### src/rtl/free_memory_if.sv
// Card-side request/status signals and the RAM port of the block deallocator.
interface free_memory_if;
  logic        enable;
  logic [9:0]  free_address;
  logic        busy;
  logic        addr_freed;
  logic        error;
  logic [1:0]  error_code;
  logic [5:0]  blocks_freed;
  logic [9:0]  ram_address;
  logic        ram_clock;
  logic [31:0] ram_data;
  logic        ram_wren;
  logic [31:0] ram_q;

  modport slave (
    input  enable, free_address, ram_q,
    output busy, addr_freed, error, error_code, blocks_freed,
           ram_address, ram_clock, ram_data, ram_wren
  );

  modport master (
    output enable, free_address, ram_q,
    input  busy, addr_freed, error, error_code, blocks_freed,
           ram_address, ram_clock, ram_data, ram_wren
  );
endinterface

### src/rtl/free_memory.sv
// Block deallocator: walks a chain of allocated 32-word blocks from a head
// address and clears each header word, reporting count and abort reason.
module free_memory #(
  parameter int BLOCK_WORDS  = 32,
  parameter int MAX_BLOCKS   = 32,
  parameter int READ_LATENCY = 1
) (
  input  logic         clock,
  input  logic         reset,
  free_memory_if.slave bus
);

  localparam int OFF_W  = $clog2(BLOCK_WORDS);
  localparam int WAIT_W = (READ_LATENCY > 1) ? $clog2(READ_LATENCY) : 1;
  localparam logic [WAIT_W-1:0] WAIT_INIT = WAIT_W'(READ_LATENCY - 1);
  localparam logic [5:0]        MAX_CNT   = 6'(MAX_BLOCKS);

  typedef enum logic [2:0] {
    S_IDLE, S_CHECK_ADDR, S_READ, S_WAIT, S_EVAL, S_WRITE, S_DONE
  } state_e;

  typedef enum logic [1:0] {
    ERR_NONE, ERR_ADDR, ERR_DOUBLE, ERR_OVERRUN
  } err_e;

  function automatic logic addr_bad(input logic [9:0] a);
    return (a == '0) || (a[OFF_W-1:0] != '0);
  endfunction

  state_e              state_q, state_d;
  err_e                code_q, code_d, finish_code;
  logic [9:0]          cur_addr_q, cur_addr_d;
  logic [9:0]          next_addr_q, next_addr_d;
  logic [5:0]          count_q, count_d;
  logic [WAIT_W-1:0]   wait_q, wait_d;
  logic                busy_q, busy_d;
  logic                freed_q, freed_d;
  logic                wren_q, wren_d;
  logic                finish;
  logic                ram_q_unused;

  // The next-pointer checks are folded into WRITE so each block costs
  // READ + WAIT + EVAL + WRITE cycles; CHECK_ADDR only vets the head.
  always_comb begin
    // NOTE: every variable gets a default first so no path infers a latch.
    state_d     = state_q;
    code_d      = code_q;
    cur_addr_d  = cur_addr_q;
    next_addr_d = next_addr_q;
    count_d     = count_q;
    wait_d      = wait_q;
    busy_d      = busy_q;
    freed_d     = 1'b0;
    wren_d      = 1'b0;
    finish      = 1'b0;
    finish_code = ERR_NONE;

    unique case (state_q)
      S_IDLE: begin
        if (bus.enable) begin
          cur_addr_d = bus.free_address;
          count_d    = '0;
          code_d     = ERR_NONE;
          busy_d     = 1'b1;
          state_d    = S_CHECK_ADDR;
        end
      end
      S_CHECK_ADDR: begin
        if (addr_bad(cur_addr_q)) begin
          finish      = 1'b1;
          finish_code = ERR_ADDR;
        end else begin
          state_d = S_READ;
        end
      end
      S_READ: begin
        wait_d  = WAIT_INIT;
        state_d = S_WAIT;
      end
      S_WAIT: begin
        if (wait_q == '0) state_d = S_EVAL;
        else              wait_d  = wait_q - 1'b1;
      end
      S_EVAL: begin
        if (!bus.ram_q[31]) begin
          finish      = 1'b1;
          finish_code = ERR_DOUBLE;
        end else begin
          next_addr_d = bus.ram_q[9:0];
          wren_d      = 1'b1;
          state_d     = S_WRITE;
        end
      end
      S_WRITE: begin
        count_d = count_q + 6'd1;
        if (next_addr_q == '0) begin
          finish = 1'b1;
        end else if (count_d == MAX_CNT) begin
          finish      = 1'b1;
          finish_code = ERR_OVERRUN;
        end else if (addr_bad(next_addr_q)) begin
          finish      = 1'b1;
          finish_code = ERR_ADDR;
        end else begin
          cur_addr_d = next_addr_q;
          state_d    = S_READ;
        end
      end
      S_DONE:  state_d = S_IDLE;
      default: state_d = S_IDLE;
    endcase

    if (finish) begin
      state_d = S_DONE;
      code_d  = finish_code;
      busy_d  = 1'b0;
      freed_d = 1'b1;
    end
  end

  // NOTE: state registers use non-blocking assignments so all of them update
  // together from the values present before the edge.
  always_ff @(posedge clock or posedge reset) begin
    if (reset) begin
      state_q     <= S_IDLE;
      code_q      <= ERR_NONE;
      cur_addr_q  <= '0;
      next_addr_q <= '0;
      count_q     <= '0;
      wait_q      <= '0;
      busy_q      <= 1'b0;
      freed_q     <= 1'b0;
      wren_q      <= 1'b0;
    end else begin
      state_q     <= state_d;
      code_q      <= code_d;
      cur_addr_q  <= cur_addr_d;
      next_addr_q <= next_addr_d;
      count_q     <= count_d;
      wait_q      <= wait_d;
      busy_q      <= busy_d;
      freed_q     <= freed_d;
      wren_q      <= wren_d;
    end
  end

  // Header bits between the flag and the pointer carry no meaning here.
  assign ram_q_unused = ^bus.ram_q[30:10];

  assign bus.busy         = busy_q;
  assign bus.addr_freed   = freed_q;
  assign bus.error        = (code_q != ERR_NONE);
  assign bus.error_code   = code_q;
  assign bus.blocks_freed = count_q;
  assign bus.ram_address  = cur_addr_q;
  assign bus.ram_clock    = clock;
  assign bus.ram_data     = '0;
  assign bus.ram_wren     = wren_q;

endmodule

### src/flat_wrapper.sv
// flat-port wrapper written by rule: the top's interface ports become plain ports
module free_memory_flat 
#(
  parameter int BLOCK_WORDS  = 32,
  parameter int MAX_BLOCKS   = 32,
  parameter int READ_LATENCY = 1
)
  (clock, reset, bus_enable, bus_free_address, bus_ram_q, bus_busy, bus_addr_freed, bus_error, bus_error_code, bus_blocks_freed, bus_ram_address, bus_ram_clock, bus_ram_data, bus_ram_wren);
  free_memory_if bus_i ();
  input  logic clock;
  input  logic reset;
  input wire logic [$bits(bus_i.enable)-1:0] bus_enable;
  input wire logic [$bits(bus_i.free_address)-1:0] bus_free_address;
  input wire logic [$bits(bus_i.ram_q)-1:0] bus_ram_q;
  output wire logic [$bits(bus_i.busy)-1:0] bus_busy;
  output wire logic [$bits(bus_i.addr_freed)-1:0] bus_addr_freed;
  output wire logic [$bits(bus_i.error)-1:0] bus_error;
  output wire logic [$bits(bus_i.error_code)-1:0] bus_error_code;
  output wire logic [$bits(bus_i.blocks_freed)-1:0] bus_blocks_freed;
  output wire logic [$bits(bus_i.ram_address)-1:0] bus_ram_address;
  output wire logic [$bits(bus_i.ram_clock)-1:0] bus_ram_clock;
  output wire logic [$bits(bus_i.ram_data)-1:0] bus_ram_data;
  output wire logic [$bits(bus_i.ram_wren)-1:0] bus_ram_wren;
  assign bus_i.enable = bus_enable;
  assign bus_i.free_address = bus_free_address;
  assign bus_i.ram_q = bus_ram_q;
  assign bus_busy = bus_i.busy;
  assign bus_addr_freed = bus_i.addr_freed;
  assign bus_error = bus_i.error;
  assign bus_error_code = bus_i.error_code;
  assign bus_blocks_freed = bus_i.blocks_freed;
  assign bus_ram_address = bus_i.ram_address;
  assign bus_ram_clock = bus_i.ram_clock;
  assign bus_ram_data = bus_i.ram_data;
  assign bus_ram_wren = bus_i.ram_wren;
  free_memory #(.BLOCK_WORDS(BLOCK_WORDS), .MAX_BLOCKS(MAX_BLOCKS), .READ_LATENCY(READ_LATENCY)) u_core (.clock(clock), .reset(reset), .bus(bus_i));
endmodule
### config.mk
export PLATFORM = sky130hd
export DESIGN_NAME = free_memory_flat
export DESIGN_NICKNAME = d
export VERILOG_FILES = /design/src/rtl/free_memory_if.sv /design/src/rtl/free_memory.sv /design/src/flat_wrapper.sv
export SDC_FILE = /design/constraint.sdc
export NUM_CORES = 1
export LEC_CHECK = 0
export CAP_MARGIN = 10
export CORE_AREA = 2 2 73 75
export DETAILED_ROUTE_END_ITERATION = 10
export DIE_AREA = 0 0 75 77
export PLACE_DENSITY = 0.79
export SYNTH_ARGS = -nofsm -noshare
export SYNTH_HDL_FRONTEND = slang
export SYNTH_SLANG_ARGS = --single-unit
### constraint.sdc
create_clock -name clock -period 2.66 [get_ports clock]
set_input_delay 0.532 -clock clock [delete_from_list [all_inputs] [get_ports clock]]
set_output_delay 0.532 -clock clock [all_outputs]
set_load 0.05 [all_outputs]
[Yosys cells after proc, flatten, opt, wreduce, memory -nomap -nowiden]
Cells that the tools add are included.
W data, S select, Z words.
Cells by class
  add/sub/neg operators: 2
  eq/ne operators: 17
  multiplexer cells: 39
  reduce and logical (&&, ||, !) cells: 17
Operator list (count)
  $mux W10: 4
  $mux W3: 8
  $logic_not A10 Y1: 2
  $pmux W10 S2: 1
  $ne A3 B2 Y1 const B: 6
  $pmux W3 S6: 1
  $mux W1: 14
  $mux W2: 6
  $pmux W6 S2: 1
  $reduce_bool A2 Y1: 5
  $reduce_bool A5 Y1: 2
  $ne A2 B2 Y1 const B: 4
  $reduce_and A7 Y1: 1
  $add A6 B1 Y6 const B: 1
  $eq A3 B2 Y1 const B: 2
  $eq A3 B3 Y1 const B: 2
  $eq A6 B6 Y1 const B: 1
  $mux W6: 1
  $pmux W2 S3: 1
  $reduce_and A2 Y1: 3
  $reduce_and A5 Y1: 1
  $eq A3 B1 Y1 const B: 1
  $logic_not A3 Y1: 1
  $ne A3 B3 Y1 const B: 1
  other kinds (4): 5
Word-level totals
  register bits after elaboration: 35
  output and inout port bits: 55

[Logic depth before layout (Yosys ltp)]
  depth after elaboration: 8
  gate-level depth with buffers: 8
  gate-level depth less buffers: 5

==> results.json <==
{
  "status": "completed",
  "syn_avg_cell_area_um2": 9.82,
  "place_congestion": 0.836,
  "synthesis.area_um2": 1920,
  "ir_drop_uv": 804,
  "layoutNonFillerInstCount": 316,
  "grt_pass1_wl_um": 6610,
  "min_path_type": "flop to flop",
  "die_area_um2": 5780,
  "synth_edf_count": 0,
  "finalNetCount": 291,
  "p_per_area_nw_per_um2": 1320,
  "ctsHoldBuffers": 0,
  "syn_inst": 195,
  "vias_per_cell": 4.65,
  "grt_pass1_vias": 1430,
  "crit_path_end_kind": "primary output",
  "synth_top_area_cell": "dfrtp_1",
  "clock_insertion_delay_worst_skew_ps": 390,
  "synth_area_leaders": "dfrtp_1 44%, buf_4 13%, mux2_2 12%",
  "cts_tree": "built",
  "layout_common_cells": "45 x clkdlybuf4s50_1, 35 x nand2_1, 34 x dfrtp_1",
  "drive_gt1_share_pct": 17.5,
  "cap_viol_max_count": 0,
  "chipHeight_um": 77,
  "hold_depth": 2,
  "holdWs_ps": 506,
  "finClkSkew_ps": 2.80,
  "final_hold_viol_count": 0,
  "setup_viol": 0,
  "synth_warnings": 0,
  "yosysTopAreaCellShare_pct": 44.4,
  "final_max_slew_viol_count": 0,
  "drt_iter0_drc": 86,
  "rows": 26,
  "yosysSeqAreaShare_pct": 44.4,
  "overflow": 0,
  "power.leakage_nw": 1.11,
  "start_kind": "clock port",
  "dp.cells": 305,
  "grt_max_degree": 35,
  "worst_pin_slew_ps": 601,
  "dpl.hpwl_um": 2920,
  "ff2ff_path_depth": 5,
  "initial_core_util_pct": 38.5,
  "design.core.area_um2": 4980,
  "drc": 0,
  "setup_tns_ps": 0,
  "rsz0062_at_grt": "false",
  "ys.flop_type": "dfrtp_1",
  "antenna_cells": 0,
  "wirelength_um": 3960,
  "die_w_um": 75,
  "port_buffers": 46,
  "ys_async_sr_fraction_pct": 100,
  "final_common_cell": "clkdlybuf4s50_1",
  "crit_type": "clock port to primary output",
  "clkTransAtPathRegs_ps": 70,
  "maxSlewHeadroom_pct": 59.9,
  "cp_max_fo": 2,
  "drt_pre_antenna_iters": 4,
  "worstPathArrival_ps": 1980,
  "antenna_found_initial": 0,
  "ant_nets": 0,
  "n_fill_cell": 485,
  "num_vias": 1469,
  "required_ps": 2130,
  "grt_usage_pct": 15.5,
  "wl_per_cell_um": 12.5,
  "syn2layout_area_growth_pct": 30.8,
  "ys_ff_latch": 34,
  "io_pins": 100,
  "ys_types": 41
}
-- layer usage --
metal  global-route usage (%)  vias to the layer above  wire [um]
met3                     5.78                       10        353
met1                     19.1                      676       1660
met5                        0                        -          0
met4                     10.4                        0        107
li1                         -                      704          -
met2                     22.3                       79       1840
-- synthesized netlist by cell type, types with 2 or more instances --
library cell / number
mux2i_1: 2
or4_1: 3
inv_1: 3
a31oi_1: 3
buf_4: 34
nor3_1: 3
clkbuf_1: 3
nor2b_1: 2
nor2_1: 10
and3_1: 3
dfrtp_1: 34
buf_2: 2
nand2_1: 35
or3_1: 2
nand3_1: 2
o21ai_0: 10
mux2_2: 20
-- critical path, cell delays in order --
cell	delay (ps)
clkbuf_8	110
clkbuf_8	120
dlygate4sd2_1	410
-- registers in the layout (all words and copies together) (netlist names) --
register	cells
u_core.bus.addr_freed	1
u_core.bus.blocks_freed	6
u_core.bus.busy	1
u_core.bus.error_code	2
u_core.bus.ram_address	10
u_core.bus.ram_wren	1
u_core.next_addr_q	10
u_core.state_q	3
-- worst paths after layout --
path                                  startpoint                        end  slack, ps
setup / recovery                           clock              bus_ram_clock        150
hold / removal                   u_core.bus.busy            u_core.bus.busy        510
setup reg to reg           u_core.next_addr_q[1]  u_core.bus.ram_address[9]        370
hold reg to reg                  u_core.bus.busy            u_core.bus.busy        510
max in group asynchronous                  reset  u_core.bus.ram_address[1]       1830
min in group asynchronous                  reset      u_core.next_addr_q[4]        530
-- logic make-up after synthesis --
family	Yosys count	share of synthesized area, %
AOI/OAI and AO/OA	25	9.86
xor gates and xnor gates	1	0.457
adders and majority gates	1	0.653
buffers and inverters	44	15.4
DFF	34	44.4
muxes	22	12.8
other	1	0.196
and+or+nand+nor	67	16.2
-- power breakdown --
part / internal [W] / switching [W] / leakage (nW) / total [W]
Clock: 0.000510 / 0.000273 / 0.0982 / 0.000784
Sequential: 0.000752 / 0.000221 / 0.417 / 0.000973
Combinational: 0.000593 / 0.000961 / 0.598 / 0.00155
-- cell type report --
cell class	count	area [um2]	area share [%]
clock buffer	10	133	5.29
clock inverter	2	60.1	2.40
inverter	4	15.0	0.599
multi-input combinational	148	886	35.4
sequential	34	851	34.0
tap	70	87.6	3.50
timing repair buffer	48	473	18.9
-- stage by stage --
step	utilization, %	area [um2]	setup slack, ps	power, W
after floorplan	-	2030	549	0.00220
after CTS	50.3	2500	142	0.00334
final	50.3	2500	152	0.00331
after detailed placement	46.7	2320	126	0.00263
after global placement	46.7	2320	126	0.00260
after global routing	50.3	2500	143	0.00350
-- timing repair --
| item | CTS | global route |
|---|---|---|
| resized for setup | 1 | 0 |
| buffers inserted | 0 | 0 |
| endpoints found under the hold margin | 0 | 0 |
| endpoints found under the setup margin | 1 | 0 |
No activity file was read; power rests on OpenSTA's default activity.
==> variant 1, RTL diff (same settings) <==
`next_addr_q` no longer has a reset.
--- a/src/rtl/free_memory.sv
+++ b/src/rtl/free_memory.sv
@@ -126,5 +126,4 @@
       code_q      <= ERR_NONE;
       cur_addr_q  <= '0;
-      next_addr_q <= '0;
       count_q     <= '0;
       wait_q      <= '0;
@@ -136,5 +135,4 @@
       code_q      <= code_d;
       cur_addr_q  <= cur_addr_d;
-      next_addr_q <= next_addr_d;
       count_q     <= count_d;
       wait_q      <= wait_d;
@@ -143,4 +141,8 @@
       wren_q      <= wren_d;
     end
+  end
+
+  always_ff @(posedge clock) begin
+    next_addr_q <= next_addr_d;
   end
 
Check against the original RTL: no difference found for any inputs over 10 cycles, from zero or initial values and one cycle with reset high; that may be too few to reach the edited logic, so the function may still have changed.
==> variant 1 against the unedited design <==
Setup slack improved by 6.1 ps; synthesized cell count shrank 9.7%; register-to-register slack got worse by 90 ps; critical endpoint unchanged; count of clock-buffer cells in the layout decreased by 1; core utilization shrank 2.4 points; combinational power is 14% lower; largest power group unchanged; final area fell by 4.8%; synthesized area fell by 5.2%; power down 16%; largest cell class is now flip-flops and latches; wire length decreased by 6.8%; critical path depth stayed put; hold slack got worse by 24 ps; sequential cell count stayed put.
==> variant 1: results (changes against the unedited design) <==
Final layout
The fraction of area in non-clock buffers is 20.5% (+1.6 points). The number of inserted filler cells in the final layout is 474 (-2.3%). The area of the multi-input gates is 758 sq um (-14%).

The total of plain and repair buffers excluding clock buffers came to 50 (+4.2%). The total number of nets in the final design is 278 (-4.5%). The area taken by flip-flops and latches is 901 sq um (+5.9%). The clock network contribution to total cell area was 5.62% (-2.1 points). The count of sequential standard cells is 34 (unchanged).

Synth
The number of distinct library cell variants in the gate-level netlist after synthesis is 40 (-2.4%). The count of mapped cells out of synthesis came to 176 (-9.7%). The synthesized-area fraction occupied by xor and xnor cells is 0.964% (+0.51 points).

In the synthesized netlist, the cells that appear most often are 33 x buf_4, 24 x dfrtp_1, 20 x nand2_1. The portion of netlist area occupied by mux cells is 0% (-13 points). The complex-gate fraction of the synthesized area is 15.2% (+5.4 points). The share of synthesized flip-flops with an asynchronous set or reset is 70.6% (-29 points). The fraction of the yosys area taken by sequential cells was 49.6% (+5.2 points). The post-synthesis share of cell area spent on full adders, half adders and majority gates came to 0.689% (+0.036 points).

Drt
The DRC marker count from the first detailed-route iteration came to 53 (-38%). The number of vias after detailed routing is 1387 (-5.6%). The average detailed-routed wire length per instance is 12.2 microns (-2.8%). The sum of routed wire length over all layers is 3690 microns (-6.8%).

Critical path
The flop-to-flop setup slack is 280 ps (-90 ps). The endpoint identified for the worst register-to-register timing path is u_core.bus.ram_address[6]$_DFFE_PP0P_. The startpoint of the lowest-slack register-to-register path is u_core.next_addr_q[0]$_DFFE_PP_.

Power and ir drop
The worst ir drop on vdd came to 0.794 mV (-1.2%). The net switching power is 0.00132 W (-9.5%). The leakage power total came to 0.984 nW (-12%). The power of the combinational group is 0.00134 W (-14%).

GRT
The largest net degree at the start of global routing is 25 (-29%). The overall routing resource usage came to 14.1% (-1.4 points). The global-route wire length before repair is 5980 microns (-9.5%).

Place
The half-perimeter wire length after detailed placement is 2730 microns (-6.3%). The weighted congestion reported at the end of routability-driven placement is 0.848 (+1.5%). The cell total after placement came to 292 (-4.3%).

STA
The worst-case clock skew was 6.43 ps (+3.63 ps). The slew at the pin closest to its max-slew limit is 540 ps (-61.4 ps).

Outcome
The run finished with clean final reports.
variant 1: cell count changes in the layout (fill, tap and decap cells not counted), sizes merged, moves of 3 or more:
cell and delta:
mux2 -20, nand2 -15, dfrtp -10, edfxtp +10, a21oi +8, nand2b +6, o221a +5, nand3 +4
a31oi -3
variant 1: per-stage QoR:
| stage | total power (W) | instance area (sq um) | setup slack, ps | hold WS (ps) |
|---|---|---|---|---|
| floorplan | 0.00193 | 1930 | 274 | 518 |
| global placement | 0.00230 | 2260 | 126 | 487 |
| finish | 0.00278 | 2380 | 158 | 482 |
| global route | 0.00294 | 2380 | 148 | 499 |
| CTS | 0.00280 | 2380 | 151 | 490 |
| detailed placement | 0.00232 | 2260 | 126 | 496 |
variant 1: metal layers:
metal  GRT usage [%]  vias up  wire length (microns)
li1                -      667                      -
met1            16.4      635                   1560
met2            21.2       70                   1760
met3            4.99       15                    257
met4            9.64        0                    115
met5               0        -                      0
variant 1: critical path: cells and delay by family:
kind | cells | cell delay (ps)
buf+inv | 3 | 640
==> variant 2, RTL diff (same flow settings) <==
Without the edit above. `BLOCK_WORDS` is set to 32 in 2 places; all go to 16.
--- a/src/rtl/free_memory.sv
+++ b/src/rtl/free_memory.sv
@@ -2,5 +2,5 @@
 // address and clears each header word, reporting count and abort reason.
 module free_memory #(
-  parameter int BLOCK_WORDS  = 32,
+  parameter int BLOCK_WORDS  = 16,
   parameter int MAX_BLOCKS   = 32,
   parameter int READ_LATENCY = 1
--- a/src/flat_wrapper.sv
+++ b/src/flat_wrapper.sv
@@ -2,5 +2,5 @@
 module free_memory_flat 
 #(
-  parameter int BLOCK_WORDS  = 32,
+  parameter int BLOCK_WORDS  = 16,
   parameter int MAX_BLOCKS   = 32,
   parameter int READ_LATENCY = 1
Behaviour: not the same (a bounded check fails within 4 cycles, from zero or initial values and one cycle with reset high).
==> variant 2 against the unedited design <==
Sequential share of layout area up 0.62 points; setup slack better by 3.6 ps; largest power group unchanged; wire length increased by 1.2%; power shrank 5.6%; critical path depth unchanged; core utilization is 0.91 points lower; hold slack better by 20 ps; first-iteration DRC count fell by 23%; synthesized area grew 1.4%; combinational power hardly changed; final area decreased by 1.8%; non-clock buffer count is the same; global-route usage decreased by 0.68 points; sequential cell count did not move.
==> variant 2: results (changes against the unedited design) <==
Outcome
The run finished with clean final reports.

Drt
The number of iterations in the first detailed-routing pass came to 4 (unchanged). The number of vias after detailed routing is 1506 (+2.5%). The average detailed-routed wire length per instance was 12.5 microns (about the same). The DRC marker count from the first detailed-route iteration came to 66 (-23%).

STA
The worst setup margin is 156 ps (+3.64 ps). The hold slack is 526 ps (+19.6 ps). The worst slew slack as a fraction of its limit is 57.6% (-2.3 points). The worst-case clock skew was 4.94 ps (+2.14 ps).

Power and ir drop
The worst ir drop on vdd is 0.753 mV (-6.3%). The power share of the sequential group is 31.7% (+2.3 points). The leakage power total is 1.09 nW (-1.8%). The power drawn by the sequential cells came to 0.000990 W (+2%).

The switching power share of the total is 47.7% (+3.7 points). The clock group share of total power is 18.8% (-4.9 points).

Final layout
The number of cells in the finished layout apart from fillers is 320 (+1.3%). The total number of nets in the final design is 295 (+1.4%). The share of post-route cells with drive strength above 1 is 15.6% (-1.9 points).

The number of inserted filler cells in the final layout is 486 (+0.21%).

Synth
The portion of netlist area occupied by mux cells is 7.34% (-5.5 points). The post-synthesis share of cell area spent on full adders, half adders and majority gates is 0.644% (-0.0093 points). The number of distinct library cell variants in the gate-level netlist after synthesis came to 42 (+2.4%).

Counting instances in the post-synthesis netlist gives the leading cell types as 34 x dfrtp_1, 33 x buf_4, 25 x nand2_1. The mean area per synthesized cell came to 9.72 sq um (-1.1%). The complex-gate fraction of the synthesized area is 13.8% (+4.0 points).

The synthesized-area fraction occupied by xor and xnor cells is 0% (-0.46 points).

Place
The instance area at placement is 0.00233 sq mm (+0.27%). The weighted congestion reported at the end of routability-driven placement is 0.822 (-1.7%). The half-perimeter wire length after detailed placement is 2890 microns (-0.79%). The cell total after placement came to 309 (+1.3%).

Critical path
The capturing point of the worst reg2reg path is u_core.bus.error_code[1]$_DFFE_PP0P_. The flop-to-flop setup slack came to 740 ps (+370 ps). In this run the critical register-to-register path is launched from u_core.bus.blocks_freed[0]$_DFFE_PP0P_. The number of cells traversed by the worst register-to-register path is 6 (+1).

GRT
The overall routing resource usage is 14.9% (-0.68 points). The global-route wire length before repair is 6440 microns (-2.5%).

Worst hold path
The worst hold path belongs to the class input port to asynchronous set/reset pin.
-- variant 2: cell types whose count changed after synthesis, sizes merged, moves of 2 or more --
cell,delta
o22ai,+7
a21oi,+13
o21ai,-5
or3,-2
nand3,+3
nand4,+4
or4,-2
nor2,+7
nand2,-10
mux2,-10
-- variant 2: final cells by class --
class                           instances  area (sq um)  area share [%]
Tap cell                               70          87.6            3.56
Timing Repair Buffer                   48           473            19.2
Multi-Input combinational cell        152           892            36.3
Sequential cell                        34           851            34.6
Clock inverter                          1          5.00           0.203
Clock buffer                           11           136            5.54
Inverter                                4          15.0           0.610
-- variant 2: layer usage --
| metal | vias to the layer above | routed length [microns] | GRT usage, % |
|---|---|---|---|
| li1 | 729 | - | - |
| met1 | 707 | 1680 | 17.5 |
| met2 | 60 | 2010 | 23.4 |
| met3 | 10 | 239 | 4.86 |
| met4 | 0 | 87 | 8.04 |
| met5 | - | 0 | 0 |
